==> config.mk <==
export PLATFORM = sky130hd
export DESIGN_NAME = tacky_fetch
export DESIGN_NICKNAME = d
export VERILOG_FILES = /design/src/rtl/tacky_fetch.sv
export SDC_FILE = /design/constraint.sdc
export NUM_CORES = 1
export LEC_CHECK = 0
export ABC_AREA = 1
export CAP_MARGIN = 20
export CORE_MARGIN = 3
export CORE_UTILIZATION = 43
export DETAILED_ROUTE_END_ITERATION = 8
export PLACE_DENSITY_LB_ADDON = 0.08
export SYNTH_ARGS = -nofsm -noshare
export SYNTH_HDL_FRONTEND = slang
export SYNTH_SLANG_ARGS = --single-unit
==> constraint.sdc <==
create_clock -name clk -period 5.1 [get_ports clk]
set_clock_uncertainty 0.2 [all_clocks]
set_input_delay 1.02 -clock clk [delete_from_list [all_inputs] [get_ports clk]]
set_output_delay 1.02 -clock clk [all_outputs]
set_load 0.005 [all_outputs]
==> src/rtl/tacky_fetch.sv <==
// tacky_fetch: prefetches 16-bit instruction words into a small FIFO and
// unpacks each word into one long or two short instructions for execute.
//
// Ports:
//   clk, reset          clock; asynchronous active-high reset
//   halt                stop issuing memory reads (queued work still drains)
//   redirect            branch taken: flush queue, squash in-flight read,
//   redirect_pc         and refetch from this word address
//   mem_rd, mem_addr    read strobe and word address
//   mem_data            read data, valid the cycle after mem_rd
//   out_valid/out_ready handshake to the execute stage
//   out_inst            long: full word; short: {byte, 8'h00}
//   out_long            out_inst is a long instruction
//   out_pc              word address the instruction came from
//   out_slot            0 = high byte / long, 1 = low byte
//   align_err           one-cycle pulse when a padding byte is discarded
module tacky_fetch #(
    parameter int         DEPTH   = 2,
    parameter logic [4:0] LONGMIN = 5'b10001
) (
    input  logic        clk,
    input  logic        reset,
    input  logic        halt,
    input  logic        redirect,
    input  logic [15:0] redirect_pc,
    output logic        mem_rd,
    output logic [15:0] mem_addr,
    input  logic [15:0] mem_data,
    output logic        out_valid,
    input  logic        out_ready,
    output logic [15:0] out_inst,
    output logic        out_long,
    output logic [15:0] out_pc,
    output logic        out_slot,
    output logic        align_err
);
    localparam int AW = $clog2(DEPTH);
    localparam int CW = AW + 2;
    localparam logic [1:0] S_RUN    = 2'd0;
    localparam logic [1:0] S_HALTED = 2'd1;
    localparam logic [1:0] S_FLUSH  = 2'd2;

    logic [1:0]    state_q, state_d;
    logic [15:0]   fetch_pc_q, fetch_pc_d;
    logic          pend_q, pend_d;
    logic [15:0]   pend_addr_q, pend_addr_d;
    logic [15:0]   word_q [DEPTH];
    logic [15:0]   word_d [DEPTH];
    logic [15:0]   addr_q [DEPTH];
    logic [15:0]   addr_d [DEPTH];
    logic [AW-1:0] head_q, head_d, tail_q, tail_d;
    logic [AW:0]   count_q, count_d;
    logic          sp_q, sp_d;

    logic [15:0]   head_w;
    logic          nonempty, hi_long, lo_long, pad, fire, pop, wr, credit;
    logic [CW-1:0] occ;

    assign head_w   = word_q[head_q];
    assign nonempty = count_q != '0;
    assign hi_long  = head_w[15:11] >= LONGMIN;
    assign lo_long  = head_w[7:3] >= LONGMIN;
    // A long opcode in the low byte can never start an instruction, so the
    // byte is padding and the word is dropped without a handshake.
    assign pad       = nonempty && sp_q && lo_long;
    assign out_valid = nonempty && !pad;
    assign out_long  = out_valid && !sp_q && hi_long;
    assign out_inst  = !out_valid ? 16'h0000 :
                       out_long   ? head_w :
                       sp_q       ? {head_w[7:0], 8'h00} : {head_w[15:8], 8'h00};
    assign out_pc    = out_valid ? addr_q[head_q] : 16'h0000;
    assign out_slot  = out_valid && sp_q;
    assign align_err = pad;

    assign fire = out_valid && out_ready;
    assign pop  = pad || (fire && (out_long || sp_q));
    // Returning data is dropped when a redirect lands in its arrival cycle.
    assign wr   = pend_q && !redirect;

    // Credits count the word leaving this cycle so back-to-back longs can
    // keep one read in flight while the head is consumed.
    assign occ    = CW'(count_q) + CW'(pend_q) - CW'(pop);
    assign credit = occ < CW'(DEPTH);

    assign mem_rd   = !reset && state_q == S_RUN && !halt && !redirect && credit;
    assign mem_addr = fetch_pc_q;

    always_comb begin
        state_d     = redirect ? S_FLUSH : (halt ? S_HALTED : S_RUN);
        fetch_pc_d  = redirect ? redirect_pc : fetch_pc_q + {15'd0, mem_rd};
        pend_d      = mem_rd;
        pend_addr_d = mem_rd ? fetch_pc_q : pend_addr_q;
        word_d      = word_q;
        addr_d      = addr_q;
        head_d      = head_q;
        tail_d      = tail_q;
        count_d     = count_q;
        sp_d        = sp_q;
        if (redirect) begin
            head_d  = '0;
            tail_d  = '0;
            count_d = '0;
            sp_d    = 1'b0;
        end else begin
            if (wr) begin
                word_d[tail_q] = mem_data;
                addr_d[tail_q] = pend_addr_q;
                tail_d         = tail_q + AW'(1);
            end
            head_d  = head_q + AW'(pop);
            count_d = count_q + (AW+1)'(wr) - (AW+1)'(pop);
            sp_d    = pop ? 1'b0 : (fire ? 1'b1 : sp_q);
        end
    end

    always_ff @(posedge clk or posedge reset) begin
        if (reset) begin
            state_q     <= S_RUN;
            fetch_pc_q  <= '0;
            pend_q      <= 1'b0;
            pend_addr_q <= '0;
            head_q      <= '0;
            tail_q      <= '0;
            count_q     <= '0;
            sp_q        <= 1'b0;
            for (int i = 0; i < DEPTH; i++) begin
                word_q[i] <= '0;
                addr_q[i] <= '0;
            end
        end else begin
            state_q     <= state_d;
            fetch_pc_q  <= fetch_pc_d;
            pend_q      <= pend_d;
            pend_addr_q <= pend_addr_d;
            head_q      <= head_d;
            tail_q      <= tail_d;
            count_q     <= count_d;
            sp_q        <= sp_d;
            word_q      <= word_d;
            addr_q      <= addr_d;
        end
    end
endmodule

==> impl_results.md, run 1 <==
- Crit start category: register
- Layout fillers: 1,061
- H-tree depth: 3
- Worst hold start: word_q[6]$_DFFE_PP0P_
- Top Ports: 90
- Post-DP HPWL: 8293 um
- Final setup vio count: 0
- Fmax: 0.2097 GHz
- Critical Path AT: 3.55 ns
- Yosys top cell by area: dfrtp_1
- GR Overflow Total: 0
- Min-Delay Endpoint: word_q[6]$_DFFE_PP0P_
- Worst Slack Setup Final: 0.3314 ns
- Post-Route WL: 11,830 um
- Die height: 113.3 um
- CTS tree: yes
- Share of layout cells above drive strength 1: 9.117%
- Final GP Congestion: 0.8029
- Core box area: 11,030 um^2
- P&R area growth vs syn: 26.35%
- Fin. Hold Viols: 0
- Mapped Area: 4948 um^2
- Pwr Total: 1.953 mW
- Hold Path Stages: 2
- Worst-path clk slew: 0.07 ns
- Sequential cell area fraction in the yosys report: 52.59%
- Die area: 12,830 um^2
- Final Non-Filler Cells: 831
- Clock tree buffer depth: 2
- First-pass GRT wire length: 19,970 um
- Clk sink count: 104
- Post-synthesis cell count: 605
- Nets: 729
- Worst Path Max Fanout: 21
- Mapped Nets: 648
- Number of setup buffers added after CTS: 0
- Worst path required time: 3.88 ns
- Synth Warn #: 0
- ANT cells: 0
- RSZ-0062 raised after global routing: no
- Syn Area/Cell: 8.179 um^2
- Slew Viols, Final: 0
- Post-CTS sizing: 0
- Max_cap viols: 0
- Storage cell area: 2603 um^2
- DR WL/cell: 14.24 um
- Synthesis-stage register bit count: 104
- Initial Utilization: 44.86%
- Initial antenna violation count: 0
- Critical Path End Type: output pin
- Actual slew at the worst max-slew pin: 0.6943 ns
- Class of the worst hold path: register to register
- CTS buffer count: 9
- R2R cell count: 29
- Antenna-violating nets left: 0
- DRT Pass-1 Iters: 5
- Status: finished, final reports clean
- RR Startpoint: head_q$_DFF_PP0_
- Port bufs: 89
- Tcrit/Tclk final: 93.50%
- Largest net degree at the start of global routing: 66
- Most area-consuming cells after synthesis: dfrtp_1, nand2_1, o21ai_0
- Top cell type's share of synthesized area: 52.59%
- R2r setup slk: 0.63 ns
- Via count: 4,096
- Die W: 113.3 um
- Clk root buf: clkbuf_16
- Max VDD drop: 0.0001481 V
- Placed instance count: 814
- DR iter-0 viols: 190
- Leak pwr: 2.863 nW
- Area occupied by multi-input gates: 1946 um^2
- Slew HR: 53.71%
- GR Util All Layers: 19.35%
- Post-synthesis cell type count: 32
- Setup Crit Path Kind: register to output pin
- Via density: 4.929
- CTS Hold Buffers Added: 0
- Worst skew pair latency: 0.34 ns
- Pwr dens: 312.4 nW/um^2
- Commonest non-fill, non-tap cell in the layout: nand2_1
- Commonest non-fill, non-tap cells in the layout: nand2_1, dfrtp_1, o21ai_0
- Setup TNS: 0 ns
- Vias in the first global route: 3,991
- Drt drc: 0
- Row count: 38
- Reg2reg end: mem_addr[14]$_DFF_PP0_
- Setup WS pre-CTS: 0.3086 ns
- Final min period: 4.769 ns
- Core Util, Final: 56.68%
-- routing by layer --
metal	track usage, %	part of all wire (%)	up-vias
met5	0	0	-
li1	-	-	2067
met3	2.460	3.2	11
met4	6.250	1.2	0
met2	28.99	46	68
met1	29.22	50	1950
-- cells by family after synthesis --
logic type / after synthesis / synth area share, %
fa+ha+maj: 6 / 1.669
flops: 104 / 52.59
xor+xnor: 7 / 1.239
simple gates: 255 / 20.81
compound gates: 136 / 15.40
buf+inv: 97 / 8.293
-- flip-flops by register name (all words and copies together), names as in the netlist, 2 cells and up --
signal       count
pend_addr_q     16
addr_q          32
count_q          2
mem_addr        16
word_q          32
state_q          2
-- where the power goes --
| group | switching (mW) | internal, mW | total [mW] |
|---|---|---|---|
| Combinational | 0.172 | 0.134 | 0.306 |
| Clock | 0.286 | 0.359 | 0.645 |
| Sequential | 0.0682 | 0.934 | 1.00 |
| Total | 0.527 | 1.43 | 1.95 |
-- how the worst max path moves through the flow --
| stage | startpoint | to | slack [ns] | depth (start not counted) |
|---|---|---|---|---|
| finish | head_q$_DFF_PP0_ | mem_rd | 0.33 | 18 |
| global route | head_q$_DFF_PP0_ | mem_rd | 0.01 | 18 |
| CTS | head_q$_DFF_PP0_ | mem_rd | 0.15 | 19 |
| detailed placement | out_ready | mem_addr[14]$_DFF_PP0_ | 0.31 | 23 |
| global placement | out_ready | mem_rd | 0.40 | 12 |
| floorplan | reset | mem_addr[14]$_DFF_PP0_ | 0.63 | 15 |
-- worst max-delay path, cell delays in order, from the launching register on --
cell and delay [ns]:
dfrtp_1 0.36, buf_8 0.19, inv_4 0.11, nand2_1 0.09
nand2_1 0.08, nor2_1 0.13, nand2_2 0.09, a21oi_4 0.18
nand3_2 0.11, nand2_1 0.15, ha_1 0.25, inv_1 0.05
nand2_1 0.06, fa_1 0.48, nand2_1 0.05, nor3_1 0.13
nand2_1 0.10, clkinv_1 0.10, clkdlybuf4s50_1 0.51
-- synthesized netlist by cell type (all sizes together) --
cell / count
xor2: 5
ha: 5
nand3: 9
o31ai: 2
clkinv: 1
inv: 67
or2: 2
nand4: 1
dfrtp: 104
fa: 1
xnor2: 2
a21oi: 30
nand3b: 1
clkbuf: 15
nand2: 200
nor2: 36
nor3: 6
o211ai: 1
o21a: 1
buf: 14
o21ai: 102
-- through the flow --
step	cell area, um^2	hold WS (ns)
after floorplan	4952	0.2529
after global placement	5936	0.2654
after detailed placement	5936	0.2730
after CTS	6213	0.2895
after global routing	6252	0.3106
final	6252	0.2849
-- area by class of cell --
| type | count | share of cell area (%) |
|---|---|---|
| Timing Repair Buffer | 99 | 15.77 |
| Inverter | 68 | 4.243 |
| Tap cell | 140 | 2.802 |
| Sequential cell | 104 | 41.63 |
| Clock inverter | 2 | 0.2201 |
| Multi-Input combinational cell | 404 | 31.12 |
| Clock buffer | 14 | 4.223 |
Power figures use the tool's default switching activity.
==> run 2: changes to the inputs <==
--- a/config.mk
+++ b/config.mk
@@ -10,7 +10,7 @@
 export CORE_MARGIN = 3
 export CORE_UTILIZATION = 43
 export DETAILED_ROUTE_END_ITERATION = 8
-export PLACE_DENSITY_LB_ADDON = 0.08
+export PLACE_DENSITY = 0.7
 export SYNTH_ARGS = -nofsm -noshare
 export SYNTH_HDL_FRONTEND = slang
 export SYNTH_SLANG_ARGS = --single-unit
==> run 2 against run 1 <==
Against the previous run:
- total power up 2.0%
- global-route usage down 0.21 points
- largest power group unchanged
- worst hold slack gained 0.0012 ns
- via count down 1.0%
==> impl_results.md, run 2 (synthesis gave the netlist of run 1 again) <==
- Via count: 4,054 (-1.0%)
- Final GP Congestion: 0.8603 (+7.1%)
- Top Ports: 90 (unchanged)
- Port bufs: 89 (unchanged)
- GR Overflow Total: 0 (unchanged)
- Fin. Hold Viols: 0 (unchanged)
- Tcrit/Tclk final: 94.26% (+0.76 points)
- Critical Path AT: 3.59 ns (+0.04 ns)
- Setup WS pre-CTS: 0.3643 ns (+0.05567 ns)
- DR iter-0 viols: 223 (+17%)
- Pwr dens: 318.0 nW/um^2 (+1.8%)
- Setup TNS: 0 ns (unchanged)
- Hold Slack: 0.2861 ns (+0.001164 ns)
- R2r setup slk: 0.60 ns (-0.03 ns)
- H-tree depth: 3 (unchanged)
- Die area: 12,830 um^2 (unchanged)
- Reg2reg end: mem_addr[14]$_DFF_PP0_
- First-pass GRT wire length: 19,950 um (-0.11%)
- Worst skew pair latency: 0.34 ns (about the same)
- P&R area growth vs syn: 26.62%
- Worst-path clk slew: 0.07 ns (about the same)
- Final min period: 4.807 ns (+0.03885 ns)
- CTS tree: yes
- Largest net degree at the start of global routing: 81 (+23%)
- Vias in the first global route: 4,043 (+1.3%)
- Commonest non-fill, non-tap cell in the layout: nand2_1
- Crit start category: register
- Placed cell area: 5933 um^2 (about the same)
- Class of the worst hold path: register to register
- DRT Pass-1 Iters: 5 (unchanged)
- Final instance area: 6266 um^2 (+0.22%)
- Worst Slack Setup Final: 0.2925 ns (-0.03885 ns)
- Slew HR: 34.65% (-19 points)
- GR Util All Layers: 19.15% (-0.21 points)
- Fmax: 0.2080 GHz (-0.81%)
- Critical Path Sink: mem_rd
- Top Registers: addr_q x32, word_q x32
- Setup Crit Path Kind: register to output pin
- Post-Route WL: 11,580 um (-2.1%)
- Area occupied by multi-input gates: 1946 um^2 (unchanged)
- Setup crit start: head_q$_DFF_PP0_
- Commonest non-fill, non-tap cells in the layout: nand2_1, dfrtp_1, o21ai_0
- RSZ-0062 raised after global routing: no
- Row count: 38 (unchanged)
- Status: finished, final reports clean
- ANT cells: 0 (unchanged)
- Nets: 727 (-0.27%)
- Slew Viols, Final: 0 (unchanged)
- Pwr Total: 1.993 mW (+2.0%)
- RR Startpoint: head_q$_DFF_PP0_
- Actual slew at the worst max-slew pin: 0.9803 ns (+0.2860 ns)
- DR WL/cell: 13.99 um (-1.8%)
- R2R cell count: 27 (-6.9%)
- Worst path required time: 3.88 ns (about the same)
- Max_cap viols: 0 (unchanged)
- Antenna-violating nets left: 0 (unchanged)
- Drt drc: 0 (unchanged)
- Clock tree buffer depth: 2 (unchanged)
- Critical Path End Type: output pin
- Final setup vio count: 0 (unchanged)
- CTS Hold Buffers Added: 0 (unchanged)
- Worst Path Max Fanout: 21 (unchanged)
- Post-DP HPWL: 8174 um (-1.4%)
- Clk root buf: clkbuf_16
- Max VDD drop: 0.0002141 V (+45%)
- CTS buffer count: 9 (unchanged)
- Via density: 4.896 (-0.67%)
- Initial antenna violation count: 0 (unchanged)
- Clk sink count: 104 (unchanged)
- Die height: 113.3 um (unchanged)
- Share of layout cells above drive strength 1: 9.157% (+0.040 points)
- Leak pwr: 2.858 nW (-0.17%)
- Storage cell area: 2603 um^2 (unchanged)
- Layout fillers: 1,051 (-0.94%)
- Die W: 113.3 um (unchanged)
- Initial Utilization: 44.86% (unchanged)
- Core box area: 11,030 um^2 (unchanged)
==> run 2: cell count changes in the layout (fill, tap and decap cells not counted), sizes merged <==
| cell | previous run | this run |
|---|---|---|
| clkinvlp | 2 | 5 |
| clkbuf | 14 | 9 |
| buf | 10 | 8 |
| clkinv | 3 | 2 |
| inv | 65 | 66 |
| bufinv | 0 | 1 |
==> run 2: how the worst min path moves through the flow <==
stage,from,endpoint,slack [ns],cells after the start
2_1_floorplan,word_q[11]$_DFFE_PP0P_,word_q[11]$_DFFE_PP0P_,0.25,2
3_3_place_gp,addr_q[19]$_DFFE_PP0P_,addr_q[19]$_DFFE_PP0P_,0.27,2
3_5_place_dp,addr_q[0]$_DFFE_PP0P_,addr_q[0]$_DFFE_PP0P_,0.27,2
4_1_cts,addr_q[29]$_DFFE_PP0P_,addr_q[29]$_DFFE_PP0P_,0.29,2
5_1_grt,addr_q[1]$_DFFE_PP0P_,addr_q[1]$_DFFE_PP0P_,0.31,2
6_report,addr_q[25]$_DFFE_PP0P_,addr_q[25]$_DFFE_PP0P_,0.29,2
==> run 2: worst max-delay path, cell delays in order, from the launching register on <==
cell,delay [ns]
dfrtp_1,0.46
buf_6,0.23
nand2_1,0.07
o21ai_1,0.16
nor2_1,0.12
a21oi_4,0.23
nand3_2,0.11
nand2_1,0.14
ha_1,0.25
inv_1,0.05
nand2_1,0.05
fa_1,0.48
nand2_1,0.05
nor3_1,0.15
nand2_1,0.10
clkinv_1,0.09
clkdlybuf4s50_1,0.51
==> run 2: area by class of cell <==
cell class              instances  share of cell area [%]
inverters                      68                   4.273
clock buffers                   9                   3.594
clock inverters                 6                   1.118
multi-input cells             404                   31.05
well taps                     140                   2.796
repair buffers                 97                   15.63
flip-flops and latches        104                   41.53
==> run 2: per-layer routing <==
metal	track usage, %	vias up	routed length, um
met3	2.299	14	449
li1	-	2060	-
met5	0	-	0
met1	26.81	1902	5417
met2	31.32	78	5532
met4	5.929	0	181
==> run 2: through the flow <==
| step | utilization (%) | cells |
|---|---|---|
| final | 56.81 | 828 |
| after detailed placement | 53.79 | 812 |
| after floorplan | - | 605 |
| after global routing | 56.81 | 828 |
| after CTS | 56.47 | 827 |
| after global placement | 53.61 | 811 |
==> run 2: power breakdown <==
part | internal, mW | switching [mW]
logic | 0.133 | 0.176
registers | 0.934 | 0.0671
clock network | 0.380 | 0.302
==> run 2: timing repair <==
item,CTS,global route
resized for setup,0,6
buffers inserted,0,0
endpoints found under the setup margin,0,4
==> run 3: changes to the inputs <==
--- a/config.mk
+++ b/config.mk
@@ -11,6 +11,7 @@
 export CORE_UTILIZATION = 43
 export DETAILED_ROUTE_END_ITERATION = 8
 export PLACE_DENSITY = 0.7
+export RECOVER_POWER = 25
 export SYNTH_ARGS = -nofsm -noshare
 export SYNTH_HDL_FRONTEND = slang
 export SYNTH_SLANG_ARGS = --single-unit
==> constraint.sdc (replaced) <==
create_clock -name clk -period 4.1 [get_ports clk]
set_clock_uncertainty 0.2 [all_clocks]
set_input_delay 0.82 -clock clk [delete_from_list [all_inputs] [get_ports clk]]
set_output_delay 0.82 -clock clk [all_outputs]
set_load 0.005 [all_outputs]
==> run 3 against run 2 <==
Against the previous run:
- the flow now finishes with violations (max-capacitance violations, max-slew violations)
- combinational power up 41%
- total power up 28%
- worst setup slack got worse by 0.24 ns
- sequential power is 25% higher
- critical path depth down 3
- via count rose by 6.7%
- global-route usage rose by 0.77 points
- wire length grew 9.6%
- first-iteration DRC count increased by 13%
- clock-buffer cell count rose by 3
- largest power group unchanged
==> impl_results.md, run 3 (synthesis gave the netlist of run 1 again) <==
- Switch share: 26.73% (-0.64 points)
- Clk sink count: 104 (unchanged)
- Slew Viols, Final: 34 (+34)
- RSZ-0062 raised after global routing: yes
- Int Pwr: 1.875 mW (+30%)
- Worst Path Max Fanout: 24 (+14%)
- Nets: 762 (+4.8%)
- Crit start category: register
- Share of layout cells above drive strength 1: 19.39% (+10 points)
- CTS Hold Buffers Added: 0 (unchanged)
- H-tree depth: 3 (unchanged)
- Worst skew pair latency: 0.34 ns (about the same)
- Status: finished, violations left
- CTS buffer count: 9 (unchanged)
- Final min period: 4.047 ns
- Worst Slack Setup Final: 0.05339 ns (-0.2391 ns)
- Drt drc: 0 (unchanged)
- P&R area growth vs syn: 37.12%
- DRT Pass-1 Iters: 5 (unchanged)
- Max_cap viols: 1 (+1)
- Setup WS pre-CTS: -0.2948 ns (-0.6590 ns)
- GR Overflow Total: 0 (unchanged)
- Commonest non-fill, non-tap cell in the layout: nand2_1
- Final GP Congestion: 0.8687 (+0.98%)
- Failing checks: max-capacitance violations, max-slew violations
- Die W: 113.3 um (unchanged)
- Register share of total power: 48.8% (-1.4 points)
- Setup Crit Path Kind: register to output pin
- Via density: 5.020 (+2.5%)
- Top Registers: addr_q x32, word_q x32
- Initial antenna violation count: 0 (unchanged)
- Port bufs: 89 (unchanged)
- Top Ports: 90 (unchanged)
- Tcrit/Tclk final: 98.70%
- Fmax: 0.2471 GHz
- Post-DP HPWL: 8398 um (+2.7%)
- First-pass GRT wire length: 20,630 um (+3.4%)
- Vias in the first global route: 4,276 (+5.8%)
- Antenna-violating nets left: 0 (unchanged)
- Part of the power in combinational logic: 17.1% (+1.6 points)
- Actual slew at the worst max-slew pin: 1.794 ns (+0.8141 ns)
- Die height: 113.3 um (unchanged)
- Worst path required time: 3.08 ns (-0.80 ns)
- Worst-path clk slew: 0.07 ns (about the same)
- Initial Utilization: 44.86% (unchanged)
- Max VDD drop: 0.0002067 V (-3.5%)
- DR WL/cell: 14.72 um (+5.2%)
- Die area: 12,830 um^2 (unchanged)
- Clk root buf: clkbuf_16
- Clock tree buffer depth: 2 (unchanged)
- GR Util All Layers: 19.92% (+0.77 points)
- Fin. Hold Viols: 0 (unchanged)
- Post-Route WL: 12,690 um (+9.6%)
- Class of the worst hold path: register to register
- Largest net degree at the start of global routing: 73 (-9.9%)
- Row count: 38 (unchanged)
- Critical Path End Type: output pin
- Core box area: 11,030 um^2 (unchanged)
- Slew HR: -19.62% (-54 points)
- Clock power share: 34.1% (about the same)
- ANT cells: 0 (unchanged)
- Commonest non-fill, non-tap cells in the layout: nand2_1, dfrtp_1, o21ai_0
- Pwr dens: 377.2 nW/um^2 (+19%)
- Final setup vio count: 0 (unchanged)
- Switching power: 0.6841 mW (+25%)
- CTS tree: yes
- Via count: 4,327 (+6.7%)
- Critical Path AT: 3.03 ns (-0.56 ns)
- DR iter-0 viols: 252 (+13%)
- Leak pwr: 3.123 nW (+9.3%)
- Hold Slack: 0.2851 ns (-0.0009530 ns)
## run 3: cell types whose count changed in the layout (fill, tap and decap cells not counted), moves of 4 or more
cell,delta
buf_4,+32
nand2_1,-22
nor2_1,-7
nand2_4,+6
nand2_2,+16
nor2_4,+5
clkinvlp_4,-4
## run 3: layout make-up
type                            instances  area [um^2]
Clock buffer                           12        266.5
Clock inverter                          2        38.79
Fill cell                             966         4245
Inverter                               68        269.0
Multi-Input combinational cell        404         2162
Sequential cell                       104         2604
Tap cell                              140        175.2
Timing Repair Buffer                  132         1270
## run 3: final timing paths
path	startpoint	to	slack, ns	cells past startpoint
setup / recovery	head_q$_DFF_PP0_	out_pc[15]	0.05	13
hold / removal	addr_q[22]$_DFFE_PP0P_	addr_q[22]$_DFFE_PP0P_	0.29	2
setup reg to reg	head_q$_DFF_PP0_	mem_addr[14]$_DFF_PP0_	0.08	27
hold reg to reg	addr_q[22]$_DFFE_PP0P_	addr_q[22]$_DFFE_PP0P_	0.29	2
max in group asynchronous	reset	addr_q[31]$_DFFE_PP0P_	0.53	4
min in group asynchronous	reset	word_q[0]$_DFFE_PP0P_	1.47	3
## run 3: per-layer routing
metal  part of all wire (%)  track usage [%]
met5                      0                0
met4                    1.6            6.811
met3                    4.2            2.727
met2                     50            33.45
met1                     45            26.64
## run 3: per-stage QoR
stage,cells,power (mW),cell area (um^2),utilization (%),setup TNS [ns]
floorplan,605,1.488,4972,-,0
CTS,856,2.533,6610,59.93,0
global placement,830,1.626,6088,55.20,-0.5760
finish,862,2.560,6785,61.51,0
detailed placement,830,1.645,6088,55.20,-1.589
global route,862,2.691,6785,61.51,-0.5051
## run 3: power by group through the flow
stage	combinational [mW]	clock (mW)	sequential [mW]
after floorplan	0.248	0	1.24
after global placement	0.369	0	1.26
after detailed placement	0.383	0	1.26
after CTS	0.405	0.881	1.25
after global routing	0.498	0.927	1.27
final	0.437	0.873	1.25
## run 3: timing repair
action                     CTS  global route
gates resized for setup     28            41
setup buffers               10             6
setup endpoints to repair    5            11
gates cloned                 2             0
pin swaps                   11            20
## run 3: worst max-delay path, cell delays in order (launching register included)
cell             delay (ns)
dfrtp_2                0.51
buf_12                 0.18
nand2_4                0.05
nand2_2                0.10
nor2_4                 0.04
nand2_2                0.08
a21oi_4                0.07
buf_4                  0.13
buf_4                  0.13
buf_4                  0.12
buf_4                  0.14
inv_2                  0.49
a21oi_1                0.14
clkdlybuf4s50_1        0.49
